$ cat src/rtl/gate_test_pkg.sv
// gate_test_pkg: shared state encodings and 2-input gate truth tables
package gate_test_pkg;
    localparam logic [1:0] IDLE   = 2'd0;
    localparam logic [1:0] SETTLE = 2'd1;
    localparam logic [1:0] SAMPLE = 2'd2;
    localparam logic [1:0] FINISH = 2'd3;
    localparam logic [3:0] TT_NAND = 4'b0111;
    localparam logic [3:0] TT_AND  = 4'b1000;
    localparam logic [3:0] TT_OR   = 4'b1110;
    localparam logic [3:0] TT_NOR  = 4'b0001;
    localparam logic [3:0] TT_XOR  = 4'b0110;
    localparam logic [3:0] TT_XNOR = 4'b1001;
endpackage

$ cat src/rtl/settle_timer.sv
// settle_timer: loadable down-counter that stops at zero
module settle_timer #(
    parameter int W = 8
) (
    input  logic         CLK,
    input  logic         RST,
    input  logic         LOAD,
    input  logic [W-1:0] LOAD_VAL,
    output logic         ZERO
);
    logic [W-1:0] cnt;
    always_ff @(posedge CLK) begin
        if (RST)
            cnt <= '0;
        else if (LOAD)
            cnt <= LOAD_VAL;
        else if (cnt != '0)
            cnt <= cnt - 1'b1;
    end
    assign ZERO = cnt == '0;
endmodule

$ cat src/rtl/gate_truth_sequencer.sv
// gate_truth_sequencer: walks A/B through all four vectors and checks X against a truth table
module gate_truth_sequencer
    import gate_test_pkg::*;
#(
    parameter logic [3:0] EXPECT     = TT_NAND,
    parameter int         SETTLE_CYC = 2
) (
    input  logic       CLK,
    input  logic       RST,
    input  logic       START,
    input  logic       X,
    output logic       A,
    output logic       B,
    output logic       BUSY,
    output logic       DONE,
    output logic       PASS,
    output logic [2:0] ERR_CNT,
    output logic [3:0] FAIL_VEC
);
    logic [1:0] state;
    logic [1:0] idx;
    logic       zero;
    logic       mis;
    logic       load;
    logic [3:0] fv_next;
    assign mis     = X != EXPECT[idx];
    assign fv_next = FAIL_VEC | (4'(mis) << idx);
    assign load    = (state == IDLE && START) || (state == SAMPLE && idx != 2'd3);
    assign BUSY    = state == SETTLE || state == SAMPLE;
    assign DONE    = state == FINISH;
    settle_timer #(.W(8)) u_timer (
        .CLK     (CLK),
        .RST     (RST),
        .LOAD    (load),
        .LOAD_VAL(8'(SETTLE_CYC - 1)),
        .ZERO    (zero)
    );
    always_ff @(posedge CLK) begin
        if (RST) begin
            state    <= IDLE;
            idx      <= '0;
            {B, A}   <= '0;
            ERR_CNT  <= '0;
            FAIL_VEC <= '0;
            PASS     <= 1'b0;
        end else begin
            case (state)
                IDLE: if (START) begin
                    idx      <= '0;
                    {B, A}   <= '0;
                    ERR_CNT  <= '0;
                    FAIL_VEC <= '0;
                    PASS     <= 1'b0;
                    state    <= SETTLE;
                end
                SETTLE: if (zero) state <= SAMPLE;
                SAMPLE: begin
                    ERR_CNT  <= ERR_CNT + 3'(mis);
                    FAIL_VEC <= fv_next;
                    if (idx == 2'd3) begin
                        PASS  <= fv_next == '0;
                        state <= FINISH;
                    end else begin
                        idx    <= idx + 2'd1;
                        {B, A} <= idx + 2'd1;
                        state  <= SETTLE;
                    end
                end
                default: state <= IDLE;
            endcase
        end
    end
endmodule

$ cat config.mk
export PLATFORM = sky130hd
export DESIGN_NAME = gate_truth_sequencer
export DESIGN_NICKNAME = d
export VERILOG_FILES = /design/src/rtl/gate_test_pkg.sv /design/src/rtl/settle_timer.sv /design/src/rtl/gate_truth_sequencer.sv
export SDC_FILE = /design/constraint.sdc
export NUM_CORES = 1
export LEC_CHECK = 0
export BUFFER_PORTS_ARGS = -buffer_cell sky130_fd_sc_hd__buf_2
export CORE_ASPECT_RATIO = 1.2
export CORE_UTILIZATION = 35
export DETAILED_ROUTE_END_ITERATION = 10
export GPL_TIMING_DRIVEN = 0
export PLACE_DENSITY = 0.57
export SYNTH_ARGS = -nofsm -noshare
export SYNTH_HDL_FRONTEND = slang
export SYNTH_SLANG_ARGS = --single-unit
$ cat constraint.sdc
create_clock -name CLK -period 2.5 [get_ports CLK]
set_clock_uncertainty 0.05 [all_clocks]
set_input_delay 0.375 -clock CLK [delete_from_list [all_inputs] [get_ports CLK]]
set_output_delay 0.375 -clock CLK [all_outputs]
set_load 0.01 [all_outputs]
==> flow_metrics.env <==
export IMPL_synth_top_family_by_area="simple AND/OR/NAND/NOR gates"
export IMPL_post_route_drc_count=0
export IMPL_crit_path_end_kind="register"
export IMPL_syn_area_um2=1050
export IMPL_drt_first_iter_violations=18
export IMPL_synthAdderAreaFrac=0.107
export IMPL_regArea_um2=400
export IMPL_r2r_setup_slack_ps=410
export IMPL_syn_mean_instance_area_um2=8.61
export IMPL_post_cts_resized=0
export IMPL_required_ps=2650
export IMPL_synth_nets=135
export IMPL_io_pins=16
export IMPL_period_needed_ps=2090
export IMPL_yosysTopAreaCell="dfxtp_1"
export IMPL_synth_top_cells_by_area="dfxtp_1 38%, ha_1 11%, nor2_1 6.1%"
export IMPL_cts_tree="built"
export IMPL_worstHoldEndpoint="u_timer.cnt[0]"
export IMPL_min_path_cells=3
export IMPL_cp_data_arrival_time_ps=2240
export IMPL_final_antenna_net_count=0
export IMPL_p_int_w=0.000889
export IMPL_antenna_found_initial=0
export IMPL_crit_top_cell="nor2_1"
export IMPL_min_path_type="in -> reg"
export IMPL_ys_types=33
export IMPL_relSlewSlack=0.571
export IMPL_place_congestion=0.766
export IMPL_core_area_um2=2810
export IMPL_dieHeight_um=62.0
export IMPL_num_vias=896
export IMPL_final_hold_viol_count=0
export IMPL_r2r_cells=7
export IMPL_grt_max_degree=13
export IMPL_powerDensity_nw_per_um2=1260
export IMPL_yosysTopAreaCellShare=0.381
export IMPL_numCtsBuffers=3
export IMPL_clock_fmax_mhz=477
export IMPL_clk_latency_ps=300
export IMPL_wl_per_cell_um=12.1
export IMPL_fp_dieW_um=52.0
export IMPL_r2r_start="state[0]"
export IMPL_synth_xor_area_frac=0.0250
export IMPL_leakage_nw=0.527
export IMPL_rsz0062_at_grt="false"
export IMPL_swShare=0.418
export IMPL_cp_cell_sequence="inv_1 -> ha_1 -> clkbuf_1 -> mux2i_1 -> nor2_1 -> a31oi_1 -> nor2_1"
export IMPL_synth_warning_count=0
export IMPL_finalCritPeriodShare=0.838
export IMPL_die_area_um2=3230
export IMPL_hold_start="START"
export IMPL_critical_path_max_fanout=10
export IMPL_cts_htree_levels=1
export IMPL_final_util=0.433
export IMPL_ys_seq_area_frac=0.381
export IMPL_initial_utilization=0.374
export IMPL_place_port_buffers=14
export IMPL_max_stage_delay_ps=540
export IMPL_cts_setup_buffers=0
export IMPL_grt_pass1_wl_um=3420
export IMPL_clkSinkCount=20
export IMPL_synth_area_mux_share=0.0190
export IMPL_ys_ff_latch=20
export IMPL_cp_start_kind="register"
export IMPL_timing_rr_end="FAIL_VEC[1]"
export IMPL_clk_path_buf_depth=2
export IMPL_multi_input_area_um2=604
export IMPL_clk_pin_slew_ps=130
export IMPL_root_buffer="clkbuf_4"
export IMPL_nFillCells=274
export IMPL_grt_overflow=0
export IMPL_cap_viol_max_count=0
export IMPL_dr_pass1_iters=4
export IMPL_mostFrequentLayoutCell="dfxtp_1"
export IMPL_layout_drive_gt1_share=0.179
export IMPL_synthCells=122
export IMPL_diodes=0
export IMPL_critPathKind="reg -> reg"
export IMPL_setup_violations=0
export IMPL_cp_slowest_cell="mux2i_1"
export IMPL_tightestPinTransition_ps=626
export IMPL_status="completed"
export IMPL_seq_power_share=0.331
export IMPL_max_vdd_ir_drop_v=0.000640
export IMPL_clkPwrFrac=0.175
export IMPL_wl_um=2110
export IMPL_mostFrequentLayoutCells="20 x dfxtp_1, 17 x nor2_1, 15 x buf_2"
export IMPL_area_delta_synth_final_pct=15.7
export IMPL_grt_pass1_vias=778
export IMPL_p_switching_w=0.000639
export IMPL_pwr_share_comb=0.494
export IMPL_synth_compound_area_frac=0.193
export IMPL_grt_use_total=0.143
export IMPL_drv_slew=0
export IMPL_setup_tns_ps=0
export IMPL_layout_nets=154
export IMPL_yosys_area_share_simple=0.231
export IMPL_ctsHoldBuffers=0
export IMPL_rows=21
export IMPL_via_per_inst=5.15
export IMPL_dp_hpwl_um=1600
-- kinds of logic (layout without fill, tap and decap cells) --
logic type	after synthesis	count (layout)
simple gates	46	46
compound gates	30	30
flops	20	20
buf+inv	12	30
fa+ha+maj	9	9
xor+xnor	3	3
mux	2	2
-- worst max-delay path: cells and delay by family (launching register included) --
family          cells  cell delay [ps]
mux                 1              540
flops               1              420
buf+inv             2              330
simple gates        2              240
fa+ha+maj           1              210
compound gates      1              210
-- routing by layer --
layer	up-vias	routed length, um	global-route usage	part of all wire
met5	-	0	0	0
met4	0	16	0.0579	0.0076
met3	2	85	0.0243	0.040
li1	469	-	-	-
met2	20	1010	0.251	0.48
met1	405	995	0.173	0.47
-- synthesized netlist by cell type --
library cell,count
dfxtp_1,20
nor2_1,17
a21oi_1,9
ha_1,9
inv_1,9
nand2_1,9
o21ai_0,6
a31oi_1,5
nand2b_1,3
a22oi_1,2
a32oi_1,2
clkbuf_1,2
mux2i_1,2
nand3_1,2
nor2b_1,2
nor3_1,2
o31ai_1,2
or4_1,2
or4_4,2
xnor2_1,2
a211oi_1,1
a311oi_2,1
a32o_1,1
and2_1,1
buf_2,1
nand4_1,1
nor3b_1,1
nor4_1,1
nor4_2,1
o21ai_4,1
or3b_1,1
or3b_2,1
xor2_1,1
-- power by group through the flow --
stage	Sequential, W	Combinational, W	Clock [W]
5_1_grt	0.000520	0.000845	0.000287
2_1_floorplan	0.000493	0.000613	0
4_1_cts	0.000505	0.000765	0.000275
3_3_place_gp	0.000504	0.000743	0
3_5_place_dp	0.000510	0.000761	0
6_report	0.000505	0.000756	0.000267
-- sequential cells by signal (all words and copies together), names as in the netlist --
name and count:
ERR_CNT 3, B 1, A 1, u_timer.cnt 8, PASS 1, FAIL_VEC 4
state 2
-- how the worst max path moves through the flow --
stage                     startpoint     endpoint  slack, ps  cells after the start
after floorplan                    A   ERR_CNT[1]        650                      8
after global placement      state[0]  FAIL_VEC[1]        400                      7
after detailed placement    state[0]  FAIL_VEC[1]        410                      7
after CTS                   state[0]  FAIL_VEC[1]        400                      7
after global routing        state[0]  FAIL_VEC[0]        190                      7
final                       state[0]  FAIL_VEC[1]        410                      7
-- per-stage QoR --
step | power [W] | instances | hold WS (ps) | cell area, um2 | setup slack [ps]
2_1_floorplan | 0.00111 | 122 | 428 | 1050 | 650
3_3_place_gp | 0.00125 | 170 | 414 | 1160 | 405
3_5_place_dp | 0.00127 | 170 | 415 | 1160 | 409
4_1_cts | 0.00154 | 174 | 378 | 1220 | 396
5_1_grt | 0.00165 | 174 | 397 | 1220 | 194
6_report | 0.00153 | 174 | 384 | 1220 | 405
-- final cells by class --
| cell class | instances | area share |
|---|---|---|
| Buffer | 3 | 0.0103 |
| Clock buffer | 3 | 0.0185 |
| Clock inverter | 1 | 0.0247 |
| Inverter | 9 | 0.0278 |
| Multi-Input combinational cell | 90 | 0.497 |
| Sequential cell | 20 | 0.329 |
| Tap cell | 34 | 0.0350 |
| Timing Repair Buffer | 14 | 0.0576 |
Note: power is estimated with default switching activity, not from simulation.
